**config.mk**
```make
export PLATFORM = sky130hd
export DESIGN_NAME = operand_skew_feeder_flat
export DESIGN_NICKNAME = d
export VERILOG_FILES = /design/src/rtl/operand_skew_feeder_if.sv /design/src/rtl/operand_skew_feeder.sv /design/src/flat_wrapper.sv
export SDC_FILE = /design/constraint.sdc
export NUM_CORES = 1
export LEC_CHECK = 0
export BUFFER_PORTS_ARGS = -buffer_cell sky130_fd_sc_hd__buf_2
export CORE_MARGIN = 1.5
export CORE_UTILIZATION = 50
export DETAILED_ROUTE_END_ITERATION = 16
export HOLD_SLACK_MARGIN = 0.03
export PLACE_DENSITY = 0.74
export SLEW_MARGIN = 30
export SYNTH_ARGS = -nofsm -noshare
export SYNTH_HDL_FRONTEND = slang
export SYNTH_SLANG_ARGS = --single-unit
```
**constraint.sdc**
```tcl
create_clock -name clk -period 5 [get_ports clk]
set_clock_uncertainty 0.2 [all_clocks]
set_input_delay 0.5 -clock clk [delete_from_list [all_inputs] [get_ports clk]]
set_output_delay 0.5 -clock clk [all_outputs]
set_load 0.02 [all_outputs]
```
**src/rtl/operand_skew_feeder_if.sv**
```systemverilog
// Operand skew feeder bus: the producer side presents operand vector pairs
// and the stall, and the feeder side returns the skewed lanes and tile status.
interface operand_skew_feeder_if #(
  parameter int ARR_SIZE = 4,
  parameter int DATA_W   = 32
) ();
  logic                         in_valid;
  logic                         in_ready;
  logic                         in_last;
  logic [ARR_SIZE*DATA_W-1:0]   in_act;
  logic [ARR_SIZE*DATA_W-1:0]   in_wt;
  logic                         mac_stall;
  logic [ARR_SIZE*DATA_W-1:0]   act_out;
  logic [ARR_SIZE*DATA_W-1:0]   wt_out;
  logic [ARR_SIZE-1:0]          lane_valid;
  logic                         tile_done;
  logic                         busy;
  logic [15:0]                  vec_count;

  modport master (
    output in_valid, in_last, in_act, in_wt, mac_stall,
    input  in_ready, act_out, wt_out, lane_valid, tile_done, busy, vec_count
  );

  modport slave (
    input  in_valid, in_last, in_act, in_wt, mac_stall,
    output in_ready, act_out, wt_out, lane_valid, tile_done, busy, vec_count
  );
endinterface

```
**src/rtl/operand_skew_feeder.sv**
```systemverilog
// Operand skew feeder: takes one activation/weight vector pair per accepted
// cycle and presents it to a systolic array edge with lane i delayed by i
// enabled cycles, then flushes the diagonal and flags the end of the tile.
module operand_skew_feeder #(
  parameter int ARR_SIZE = 4,
  parameter int DATA_W   = 32
) (
  input  logic                 clk,
  input  logic                 reset,
  operand_skew_feeder_if.slave io
);

  localparam int               CNT_W      = $clog2(ARR_SIZE);
  localparam logic [CNT_W-1:0] FLUSH_LOAD = CNT_W'(ARR_SIZE - 1);

  typedef enum logic [1:0] {
    ST_IDLE   = 2'd0,
    ST_STREAM = 2'd1,
    ST_FLUSH  = 2'd2
  } state_t;

  state_t                     r_state;
  state_t                     w_state_nxt;
  logic [CNT_W-1:0]           r_flush_cnt;
  logic [CNT_W-1:0]           w_flush_cnt_nxt;
  logic [15:0]                r_vec_cnt;
  logic [15:0]                w_vec_cnt_nxt;
  logic                       r_tile_done;
  logic                       w_tile_done_nxt;
  logic                       w_en;
  logic                       w_ready;
  logic                       w_accept;
  logic [ARR_SIZE*DATA_W-1:0] w_act_out;
  logic [ARR_SIZE*DATA_W-1:0] w_wt_out;
  logic [ARR_SIZE-1:0]        w_lane_valid;

  // A stalled MAC array freezes everything; no input is taken while flushing.
  assign w_en     = ~io.mac_stall;
  assign w_ready  = w_en && (r_state != ST_FLUSH);
  assign w_accept = io.in_valid && w_ready;

  // Next-state, flush countdown, vector count and tile_done pulse.
  always_comb begin
    w_state_nxt     = r_state;
    w_flush_cnt_nxt = r_flush_cnt;
    w_vec_cnt_nxt   = r_vec_cnt;
    w_tile_done_nxt = 1'b0;
    case (r_state)
      ST_IDLE: begin
        if (w_accept) begin
          w_vec_cnt_nxt = 16'd1;
          if (io.in_last) begin
            w_state_nxt     = ST_FLUSH;
            w_flush_cnt_nxt = FLUSH_LOAD;
          end else begin
            w_state_nxt = ST_STREAM;
          end
        end else begin
          w_state_nxt = ST_IDLE;
        end
      end
      ST_STREAM: begin
        if (w_accept) begin
          w_vec_cnt_nxt = (r_vec_cnt == 16'hFFFF) ? r_vec_cnt : r_vec_cnt + 16'd1;
          if (io.in_last) begin
            w_state_nxt     = ST_FLUSH;
            w_flush_cnt_nxt = FLUSH_LOAD;
          end else begin
            w_state_nxt = ST_STREAM;
          end
        end else begin
          w_state_nxt = ST_STREAM;
        end
      end
      ST_FLUSH: begin
        // The countdown hits zero exactly when the last element reaches the
        // final lane, so tile_done lines up with it.
        if (r_flush_cnt <= CNT_W'(1)) begin
          w_flush_cnt_nxt = '0;
          w_tile_done_nxt = 1'b1;
          w_state_nxt     = ST_IDLE;
        end else begin
          w_flush_cnt_nxt = r_flush_cnt - CNT_W'(1);
        end
      end
      default: begin
        w_state_nxt     = ST_IDLE;
        w_flush_cnt_nxt = '0;
      end
    endcase
  end

  // Control state register; holds completely while the array is stalled.
  always_ff @(posedge clk or negedge reset) begin
    if (!reset) begin
      r_state     <= ST_IDLE;
      r_flush_cnt <= '0;
      r_vec_cnt   <= 16'd0;
      r_tile_done <= 1'b0;
    end else if (w_en) begin
      r_state     <= w_state_nxt;
      r_flush_cnt <= w_flush_cnt_nxt;
      r_vec_cnt   <= w_vec_cnt_nxt;
      r_tile_done <= w_tile_done_nxt;
    end
  end

  for (genvar g = 0; g < ARR_SIZE; g++) begin : g_lane
    logic [DATA_W-1:0] r_act_sr [0:g];
    logic [DATA_W-1:0] r_wt_sr  [0:g];
    logic              r_vld_sr [0:g];
    logic [DATA_W-1:0] w_act_head;
    logic [DATA_W-1:0] w_wt_head;

    // A non-accepting enabled edge injects a zero bubble at the lane head.
    assign w_act_head = w_accept ? io.in_act[g*DATA_W +: DATA_W] : '0;
    assign w_wt_head  = w_accept ? io.in_wt[g*DATA_W +: DATA_W]  : '0;

    // Lane g is a chain of g+1 stages; data and valid shift together.
    always_ff @(posedge clk or negedge reset) begin
      if (!reset) begin
        for (int j = 0; j <= g; j++) begin
          r_act_sr[j] <= '0;
          r_wt_sr[j]  <= '0;
          r_vld_sr[j] <= 1'b0;
        end
      end else if (w_en) begin
        r_act_sr[0] <= w_act_head;
        r_wt_sr[0]  <= w_wt_head;
        r_vld_sr[0] <= w_accept;
        for (int j = 1; j <= g; j++) begin
          r_act_sr[j] <= r_act_sr[j-1];
          r_wt_sr[j]  <= r_wt_sr[j-1];
          r_vld_sr[j] <= r_vld_sr[j-1];
        end
      end
    end

    assign w_act_out[g*DATA_W +: DATA_W] = r_act_sr[g];
    assign w_wt_out[g*DATA_W +: DATA_W]  = r_wt_sr[g];
    assign w_lane_valid[g]               = r_vld_sr[g];
  end

  assign io.in_ready   = w_ready;
  assign io.act_out    = w_act_out;
  assign io.wt_out     = w_wt_out;
  assign io.lane_valid = w_lane_valid;
  assign io.tile_done  = r_tile_done;
  assign io.busy       = (r_state != ST_IDLE);
  assign io.vec_count  = r_vec_cnt;

endmodule

```
**src/flat_wrapper.sv**
```systemverilog
// flat-port wrapper written by rule: the top's interface ports become plain ports
module operand_skew_feeder_flat 
#(
  parameter int ARR_SIZE = 4,
  parameter int DATA_W   = 32
)
  (clk, reset, io_in_valid, io_in_last, io_in_act, io_in_wt, io_mac_stall, io_in_ready, io_act_out, io_wt_out, io_lane_valid, io_tile_done, io_busy, io_vec_count);
  operand_skew_feeder_if #(.ARR_SIZE(ARR_SIZE), .DATA_W(DATA_W)) io_i ();
  input  logic clk;
  input  logic reset;
  input wire logic [$bits(io_i.in_valid)-1:0] io_in_valid;
  input wire logic [$bits(io_i.in_last)-1:0] io_in_last;
  input wire logic [$bits(io_i.in_act)-1:0] io_in_act;
  input wire logic [$bits(io_i.in_wt)-1:0] io_in_wt;
  input wire logic [$bits(io_i.mac_stall)-1:0] io_mac_stall;
  output wire logic [$bits(io_i.in_ready)-1:0] io_in_ready;
  output wire logic [$bits(io_i.act_out)-1:0] io_act_out;
  output wire logic [$bits(io_i.wt_out)-1:0] io_wt_out;
  output wire logic [$bits(io_i.lane_valid)-1:0] io_lane_valid;
  output wire logic [$bits(io_i.tile_done)-1:0] io_tile_done;
  output wire logic [$bits(io_i.busy)-1:0] io_busy;
  output wire logic [$bits(io_i.vec_count)-1:0] io_vec_count;
  assign io_i.in_valid = io_in_valid;
  assign io_i.in_last = io_in_last;
  assign io_i.in_act = io_in_act;
  assign io_i.in_wt = io_in_wt;
  assign io_i.mac_stall = io_mac_stall;
  assign io_in_ready = io_i.in_ready;
  assign io_act_out = io_i.act_out;
  assign io_wt_out = io_i.wt_out;
  assign io_lane_valid = io_i.lane_valid;
  assign io_tile_done = io_i.tile_done;
  assign io_busy = io_i.busy;
  assign io_vec_count = io_i.vec_count;
  operand_skew_feeder #(.ARR_SIZE(ARR_SIZE), .DATA_W(DATA_W)) u_core (.clk(clk), .reset(reset), .io(io_i));
endmodule
```
==> flow_metrics.py, run 1 <==
metrics = {
    "cts": {
        "cts_buffer_depth": 3,
        "clk_latency_ns": 0.59,
        "cts_root_buf": "clkbuf_16",
        "post_cts_buffers": 0,
        "cts_tree": "built",
        "hold_buffers": 258,
        "numClockSinks": 665,
        "ctsResizeCount": 0,
        "cts_made_buffers": 67,
        "htree_levels": 3,
        "clk_pin_slew_ns": 0.06,
    },
    "placement": {
        "dpl.hpwl_mm": 35.4,
        "dp_cells": 2660,
        "io_buffers": 539,
        "dpl-instance-area_um2": 27800,
        "gp_congestion": 0.817,
    },
    "routing": {
        "wl_per_cell_um": 19.3,
        "viasPerCell": 5.26,
        "wl_mm": 58.7,
        "postRouteAntennaNets": 0,
        "dr.pass1.iters": 5,
        "via_count": 16000,
        "drc": 0,
        "drtIter0Drc": 823,
    },
    "setup_path": {
        "worstSetupPathType": "register to primary output",
        "cpMaxStageDelayCell": "dfrtp_1",
        "critical_path.top_delay_family": "flip-flops",
        "required_ns": 4.30,
        "r2r_end": "u_core.r_flush_cnt[0]",
        "rrSetupSlack_ns": 2.75,
        "worstPathCellList": "nor2b_4 -> nor2_1 -> buf_2",
        "cp.arrival_ns": 1.63,
        "r2r_cells": 6,
        "reg2reg_from": "u_core.r_state[1]",
        "worstSetupEndpointType": "primary output",
        "cp_max_fo": 10,
        "crit_path_max_incr_delay_ns": 0.54,
        "crit_buf_inv": 1,
        "crit_path_start_kind": "register",
    },
    "global_route": {
        "grt_pass1_wl_mm": 93.2,
        "grt_pass1_vias": 17200,
        "grt_overflow_total": 0,
        "grt_max_degree": 181,
        "grtUsageTotal_pct": 22.1,
        "antenna_found_initial": 4,
    },
    "die": {
        "ios": 540,
        "num_rows": 83,
        "core_um2": 51200,
        "die_x_um": 230,
        "start_util_pct": 50.5,
        "die-area_um2": 53100,
        "die_h_um": 230,
    },
    "synth": {
        "synthesis.area_um2": 25800,
        "synth_nets": 1983,
        "synth_top_cell_by_area": "dfrtp_1",
        "synth_cell_types": 34,
        "synthTopCellsByArea": "dfrtp_1 64%, mux2_2 17%, a22o_1 8.7%",
        "ys_ff_latch": 665,
        "yosysTopAreaCellShare_pct": 64.4,
        "postSynthCellCount": 1721,
        "yosysSeqAreaShare_pct": 64.4,
        "syn_avg_cell_area_um2": 15.0,
        "yosys_warnings": 0,
    },
    "layout": {
        "layout.nets": 2569,
        "design_area_um2": 32600,
        "areaGrowthSynthToFinish_pct": 26.1,
        "drive_gt1_share_pct": 44.6,
        "instances_no_fill": 3039,
        "fin_util_pct": 63.7,
    },
    "worst_hold_path": {
        "holdPathEnd": "u_core.r_state[0]",
        "min_delay_path_depth": 4,
        "hold_start": "io_in_valid",
        "hold_class": "input pin to register",
    },
    "timing": {
        "period_minus_slack_ns": 2.33,
        "tns_ns": 0,
        "final.period_utilization_pct": 46.7,
        "setup_violations": 0,
        "fmax_mhz": 428,
        "rsz0062_at_grt": "false",
        "hold_viol_final": 0,
        "tightest_slew_ns": 0.997,
        "slew_viol_final": 0,
        "relSlewSlack_pct": 33.5,
    },
    "power": {
        "switching_share_pct": 28.1,
        "sequentialPowerShare_pct": 46.8,
        "p_per_area_nw_per_um2": 456,
        "p_switching_mw": 4.17,
        "p_total_mw": 14.8,
        "ir_drop_mv": 0.348,
        "leakagePower_nw": 16.8,
        "pwr-share-comb_pct": 19.3,
        "p_int_mw": 10.7,
        "pwr-share-clk_pct": 33.9,
    },
    "status": {
        "status": "finished clean",
    },
    "run": {
        "maxCapViolations": 0,
    },
}
-- worst max-delay path by stage --
stage / from / to / slack (ns) / depth (start not counted)
after floorplan: io_mac_stall / io_in_ready / 2.84 / 5
after global placement: io_mac_stall / u_core.g_lane[3].r_act_sr[86] / 2.45 / 3
after detailed placement: io_mac_stall / u_core.g_lane[3].r_act_sr[82] / 2.40 / 3
after CTS: u_core.r_state[1] / io_in_ready / 2.60 / 3
after global routing: u_core.r_state[1] / io_in_ready / 2.56 / 3
final: u_core.r_state[1] / io_in_ready / 2.67 / 3
-- state kept, by name, summed over array words and instances (netlist names) --
name / flops
u_core.io.lane_valid: 1
u_core.r_flush_cnt: 2
u_core.g_lane.r_wt_sr: 224
u_core.io.wt_out: 96
u_core.g_lane.r_vld_sr: 3
u_core.io.vec_count: 16
u_core.g_lane.r_act_sr: 224
u_core.io.act_out: 96
u_core.io.tile_done: 1
u_core.r_state: 2
-- stage by stage --
step           setup slack (ns)  hold slack, ns
2_1_floorplan              2.84         0.00441
3_3_place_gp               2.45           0.281
3_5_place_dp               2.40           0.287
4_1_cts                    2.60          0.0741
5_1_grt                    2.56           0.143
6_report                   2.67           0.158
-- tightest hold or removal path, delay by kind of cell --
kind / cells / cell delay [ns]
AO/OA/AOI/OAI: 2 / 0.16
buffers and inverters: 1 / 0.13
AND/OR/NAND/NOR: 1 / 0.11
-- cells in the final DEF (no fill, tap or decap), types with 14 or more instances in the layout --
cell           netlist  routed
a22o_1             258     258
buf_2               69     537
clkbuf_1            33      16
clkbuf_16            0      69
dfrtp_1            665     665
dlygate4sd3_1        0     258
mux2_2             388     388
nand2_1             16      16
nor2_1              19      19
o21ai_0             14      14
-- cells in the mapped netlist --
| cell | count |
|---|---|
| nand4_1 | 2 |
| a31oi_1 | 4 |
| or2_1 | 1 |
| nand3b_1 | 1 |
| xnor2_1 | 4 |
| nand2_1 | 16 |
| buf_2 | 69 |
| and3_1 | 5 |
| mux2_2 | 388 |
| inv_1 | 4 |
| o22ai_1 | 1 |
| ha_1 | 1 |
| a21oi_1 | 7 |
| buf_6 | 1 |
| o31ai_1 | 6 |
| a31o_2 | 1 |
| mux2i_1 | 2 |
| a2bb2oi_1 | 1 |
| a21o_1 | 2 |
| and2_1 | 2 |
| o31a_1 | 1 |
| a22o_1 | 258 |
| o21ai_0 | 14 |
| nand3_1 | 8 |
| nor2b_4 | 1 |
| nor3_1 | 4 |
| or2_2 | 1 |
| buf_4 | 194 |
| clkbuf_1 | 33 |
| nor2_1 | 19 |
| nor4_1 | 2 |
| or3_1 | 1 |
| dfrtp_1 | 665 |
| nor3b_4 | 2 |
-- cell type report --
cell class,instances,area (um^2)
Clock buffer,96,1940
Timing Repair Buffer,814,5610
Tap cell,680,851
Fill cell,3573,18600
Inverter,4,15.0
Clock inverter,22,283
Sequential cell,665,16600
Multi-Input combinational cell,755,7260
Antenna cell,3,7.51
-- power by group through the flow --
stage               clock (mW)  combinational [mW]  sequential (mW)
floorplan                    0                2.10             6.97
global placement             0                2.61             6.94
detailed placement           0                2.69             7.01
CTS                       5.15                2.87             6.92
global route              5.38                3.06             7.07
finish                    5.03                2.87             6.95
-- per-layer routing --
metal | track usage, % | part of all wire (%)
met3 | 5.60 | 6.3
met4 | 8.88 | 3.4
met1 | 27.5 | 41
met5 | 0 | 0.043
met2 | 37.1 | 50
-- kinds of logic (layout without fill, tap and decap cells) --
| kind of cell | Yosys count | in the layout | share of synthesized area [%] |
|---|---|---|---|
| flip-flops | 665 | 665 | 64.4 |
| multiplexers | 390 | 390 | 17.0 |
| buffers and inverters | 301 | 936 | 7.55 |
| AO/OA/AOI/OAI | 295 | 295 | 9.60 |
| AND/OR/NAND/NOR | 65 | 65 | 1.31 |
| XOR/XNOR | 4 | 4 | 0.136 |
| adder cells (fa/ha/maj) | 1 | 1 | 0.0484 |
| other | 0 | 3 | 0 |
Note: power is estimated with default switching activity, not from simulation.
==> run 2, diff against run 1 <==
- clock period: 5 -> 2.3 ns (I/O delays scaled with it)
==> run 2 against run 1 <==
- hold slack better by 0.028 ns
- die area stayed put
- clock power is 110% higher
- utilization is 0.88 points higher
- critical endpoint unchanged
- critical path type is now input pin to primary output
- first-iteration DRC count is 7.2% lower
- global-route usage is 0.94 points higher
- critical path depth is 2 higher
==> flow_metrics.py, run 2 (synthesis gave the netlist of run 1 again) <==
metrics = {
    "run": {
        "maxCapViolations": 0,
    },
    "global_route": {
        "grt_pass1_wl_mm": 96.6,
        "antenna_found_initial": 7,
        "grt_pass1_vias": 17400,
        "grt_overflow_total": 0,
        "grt_max_degree": 110,
        "grtUsageTotal_pct": 23.1,
    },
    "cts": {
        "htree_levels": 3,
        "clk_latency_ns": 0.59,
        "cts_tree": "built",
        "cts_made_buffers": 69,
        "clk_pin_slew_ns": 0.06,
        "cts_buffer_depth": 3,
        "numClockSinks": 665,
        "ctsResizeCount": 0,
        "post_cts_buffers": 0,
        "cts_root_buf": "clkbuf_16",
        "hold_buffers": 262,
    },
    "routing": {
        "wl_per_cell_um": 19.8,
        "drtIter0Drc": 764,
        "dr.pass1.iters": 4,
        "drc": 0,
        "postRouteAntennaNets": 0,
        "viasPerCell": 5.29,
        "wl_mm": 61.2,
        "via_count": 16300,
    },
    "die": {
        "die_x_um": 230,
        "ios": 540,
        "num_rows": 83,
        "die_h_um": 230,
        "core_um2": 51200,
        "start_util_pct": 50.5,
        "die-area_um2": 53100,
    },
    "setup_path": {
        "worstSetupEndpointType": "primary output",
        "cp_max_fo": 33,
        "crit_path_start_kind": "input pin",
        "worstSetupPathType": "input pin to primary output",
        "required_ns": 1.87,
        "cp.arrival_ns": 1.79,
    },
    "timing": {
        "setup_violations": 0,
        "rsz0062_at_grt": "false",
        "fmax_mhz": 451,
        "tightest_slew_ns": 0.561,
        "final.period_utilization_pct": 96.4,
        "hold_viol_final": 0,
        "relSlewSlack_pct": 62.6,
        "final.hold.worst_slack_ns": 0.187,
        "period_minus_slack_ns": 2.22,
        "tns_ns": 0,
        "slew_viol_final": 0,
    },
    "power": {
        "ir_drop_mv": 0.771,
        "p_per_area_nw_per_um2": 979,
        "leakagePower_nw": 17.0,
    },
    "placement": {
        "io_buffers": 539,
        "dpl.hpwl_mm": 38.0,
        "dp_cells": 2696,
        "gp_congestion": 0.905,
    },
    "layout": {
        "num-fill-cells": 3488,
        "mostFrequentLayoutCells": "665 x dfrtp_1, 537 x buf_2, 388 x mux2_2",
        "final_common_cell": "dfrtp_1",
        "reg.largest.list": "u_core.g_lane.r_act_sr (224), u_core.g_lane.r_wt_sr (224)",
        "layout.nets": 2611,
        "drive_gt1_share_pct": 45.3,
        "instances_no_fill": 3085,
        "areaGrowthSynthToFinish_pct": 27.8,
    },
    "status": {
        "status": "finished clean",
    },
    "worst_hold_path": {
        "hold_class": "input pin to register",
    },
}
[run 2: routing by layer]
metal / vias up / share of wire (%) / global-route usage (%) / wire length, um
met2: 551 / 49 / 37.6 / 30200
met4: 2 / 3.0 / 8.50 / 1820
li1: 7272 / - / - / -
met5: - / 0.021 / 0 / 13
met3: 128 / 6.5 / 5.98 / 3990
met1: 8377 / 41 / 29.8 / 25200
[run 2: cell type report]
| class | count | area (um^2) | share of cell area (%) |
|---|---|---|---|
| sequential | 665 | 16600 | 50.4 |
| timing repair buffer | 854 | 6070 | 18.4 |
| clock buffer | 105 | 2050 | 6.22 |
| antenna | 7 | 17.5 | 0.0530 |
| tap | 680 | 851 | 2.57 |
| clock inverter | 15 | 143 | 0.432 |
| inverter | 4 | 15.0 | 0.0454 |
| multi-input combinational | 755 | 7260 | 22.0 |
[run 2: through the flow]
| stage | power, mW | cell area (um^2) | util, % | worst slack (ns) |
|---|---|---|---|---|
| CTS | 32.6 | 33000 | 64.5 | 0.0717 |
| floorplan | 19.7 | 25800 | - | 0.372 |
| global placement | 20.9 | 28200 | 55.1 | 0.377 |
| finish | 32.3 | 33000 | 64.5 | 0.0835 |
| detailed placement | 21.3 | 28200 | 55.1 | 0.288 |
| global route | 33.8 | 33000 | 64.5 | 0.00604 |
[run 2: worst paths after layout]
kind | startpoint | to | slack, ns | depth (start not counted)
hold / removal | io_in_act[21] | u_core.g_lane[0].r_act_sr[21] | 0.19 | 3
setup / recovery | io_mac_stall | io_in_ready | 0.08 | 5
setup reg to reg | u_core.r_state[1] | u_core.g_lane[1].r_wt_sr[45] | 0.22 | 5
min in group asynchronous | reset | u_core.g_lane[3].r_act_sr[36] | 0.23 | 3
hold reg to reg | u_core.g_lane[3].r_wt_sr[32] | u_core.io.wt_out[96] | 0.29 | 1
max in group asynchronous | reset | u_core.g_lane[2].r_act_sr[44] | 1.24 | 4
[run 2: worst max-delay path: stages]
cell,delay (ns)
dlygate4sd3_1,0.57
buf_8,0.35
buf_4,0.34
nor2_1,0.08
buf_2,0.18
[run 2: report_power, final]
part | leakage [nW] | switching [mW] | internal (mW)
sequential | 8.87 | 1.27 | 13.9
clock | 1.08 | 4.50 | 6.30
combinational | 7.05 | 3.39 | 3.02
==> run 3, diff against run 2 <==
- CAP_MARGIN: unset -> 25
- CORE_UTILIZATION: 50 -> 49
- PLACE_DENSITY: 0.74 -> 0.73
==> run 3 against run 2 <==
- wire length fell by 1.8%
- cell count did not move
- worst setup slack better by 0.0050 ns
- critical path depth unchanged
- register-to-register slack better by 0.10 ns
- first-iteration DRC count up 25%
- combinational power barely moved
- flip-flop and latch count stayed put
- utilization fell by 0.60 points
- clock power up 4%
- critical path type unchanged
- highest routed layer is now met4
==> flow_metrics.py, run 3 (synthesis gave the netlist of run 1 again) <==
metrics = {
    "cts": {
        "clk_latency_ns": 0.60,
        "cts_root_buf": "clkbuf_16",
        "cts_buffer_depth": 3,
        "clk_pin_slew_ns": 0.06,
        "cts_made_buffers": 70,
        "cts_tree": "built",
        "numClockSinks": 665,
        "post_cts_buffers": 0,
        "htree_levels": 3,
    },
    "timing": {
        "period_minus_slack_ns": 2.21,
        "slew_viol_final": 0,
        "setup_ws_ns": 0.0884,
        "fmax_mhz": 452,
        "final.period_utilization_pct": 96.2,
        "tns_ns": 0,
        "tightest_slew_ns": 0.532,
        "rsz0062_at_grt": "false",
        "relSlewSlack_pct": 64.5,
        "hold_viol_final": 0,
        "setup_violations": 0,
    },
    "global_route": {
        "antenna_found_initial": 6,
        "grtUsageTotal_pct": 22.1,
        "grt_max_degree": 112,
        "grt_pass1_wl_mm": 94.2,
        "grt_pass1_vias": 17600,
        "grt_overflow_total": 0,
    },
    "die": {
        "die-area_um2": 54100,
        "start_util_pct": 50.0,
        "die_x_um": 233,
        "num_rows": 83,
        "ios": 540,
        "die_h_um": 233,
        "core_um2": 51700,
    },
    "layout": {
        "reg.largest.list": "u_core.g_lane.r_act_sr (224), u_core.g_lane.r_wt_sr (224)",
        "layout.nets": 2607,
        "final_common_cell": "dfrtp_1",
        "areaGrowthSynthToFinish_pct": 27.9,
        "drive_gt1_share_pct": 45.5,
        "mostFrequentLayoutCells": "665 x dfrtp_1, 537 x buf_2, 388 x mux2_2",
    },
    "worst_hold_path": {
        "hold_class": "input pin to register",
    },
    "routing": {
        "postRouteAntennaNets": 0,
        "drc": 0,
        "dr.pass1.iters": 8,
        "wl_per_cell_um": 19.5,
        "wl_mm": 60.1,
        "drtIter0Drc": 952,
        "viasPerCell": 5.27,
        "via_count": 16200,
    },
    "setup_path": {
        "required_ns": 1.87,
        "cpMaxStageDelayCell": "dlygate4sd3_1",
        "cp.arrival_ns": 1.78,
        "critical_path.top_delay_family": "buffers and inverters",
        "crit_path_max_incr_delay_ns": 0.57,
        "crit_path_start_kind": "input pin",
        "worstSetupPathType": "input pin to primary output",
        "worstSetupEndpointType": "primary output",
        "cp_max_fo": 89,
        "worstPathCellList": "dlygate4sd3_1 -> buf_8 -> buf_16 -> nor2_1 -> buf_2",
        "crit_buf_inv": 4,
    },
    "placement": {
        "io_buffers": 539,
        "gp_congestion": 0.854,
        "dpl.hpwl_mm": 37.3,
        "pre_cts_ws_ns": 0.321,
    },
    "power": {
        "p_per_area_nw_per_um2": 989,
        "ir_drop_mv": 0.692,
        "leakagePower_nw": 17.0,
    },
    "run": {
        "maxCapViolations": 0,
    },
    "status": {
        "status": "finished clean",
    },
}
==> run 3: what timing repair did <==
| item | CTS | global route |
|---|---|---|
| gates resized for setup | 0 | 1 |
| hold buffers | 263 | 0 |
| endpoints found under the hold margin | 942 | 0 |
| setup endpoints to repair | 0 | 1 |
==> run 3: layout make-up <==
| class | count | area, um^2 |
|---|---|---|
| inverters | 4 | 15.0 |
| clock inverters | 26 | 310 |
| fillers | 3602 | 18600 |
| well taps | 680 | 851 |
| flip-flops and latches | 665 | 16600 |
| diodes | 9 | 22.5 |
| repair buffers | 849 | 5980 |
| clock buffers | 97 | 1990 |
| multi-input cells | 755 | 7260 |
==> run 3: path summary, 6_finish.rpt <==
check | startpoint | end | slack [ns] | depth (start not counted)
max | io_mac_stall | io_in_ready | 0.09 | 5
min | io_in_act[77] | u_core.g_lane[2].r_act_sr[77] | 0.17 | 3
max reg2reg | u_core.io.vec_count[0] | u_core.io.vec_count[0] | 0.32 | 5
min reg2reg | u_core.g_lane[3].r_wt_sr[32] | u_core.io.wt_out[96] | 0.29 | 1
max in group asynchronous | reset | u_core.g_lane[0].r_act_sr[8] | 1.24 | 4
min in group asynchronous | reset | u_core.g_lane[2].r_wt_sr[55] | 0.21 | 3
==> run 3: worst reg2reg max path, delay by kind of cell, from the launching register on <==
kind	cells	cell delay (ns)
simple gates	2	0.31
flops	1	0.41
fa+ha+maj	1	0.27
compound gates	1	0.31
mux	1	0.36
==> run 3: power by group <==
group	internal [mW]	switching (mW)
sequential	13.9	1.24
combinational	3.02	3.38
clock	6.58	4.63
==> run 3: per-layer routing <==
metal | vias up | share of wire, % | global-route usage [%]
li1 | 7290 | - | -
met3 | 125 | 7.5 | 6.38
met2 | 538 | 49 | 36.5
met4 | 0 | 3.4 | 9.48
met5 | - | 0 | 0
met1 | 8295 | 40 | 27.1
==> run 3: per-stage QoR <==
| stage | hold WS [ns] | area (um^2) | instances | power, mW | utilization, % |
|---|---|---|---|---|---|
| floorplan | -0.266 | 25800 | 1721 | 19.7 | - |
| global placement | 0.0174 | 28100 | 2690 | 20.9 | 54.3 |
| detailed placement | 0.0224 | 28100 | 2690 | 21.3 | 54.3 |
| CTS | 0.133 | 33000 | 3076 | 33.0 | 63.9 |
| global route | 0.162 | 33100 | 3082 | 34.2 | 63.9 |
| finish | 0.174 | 33100 | 3085 | 32.7 | 63.9 |
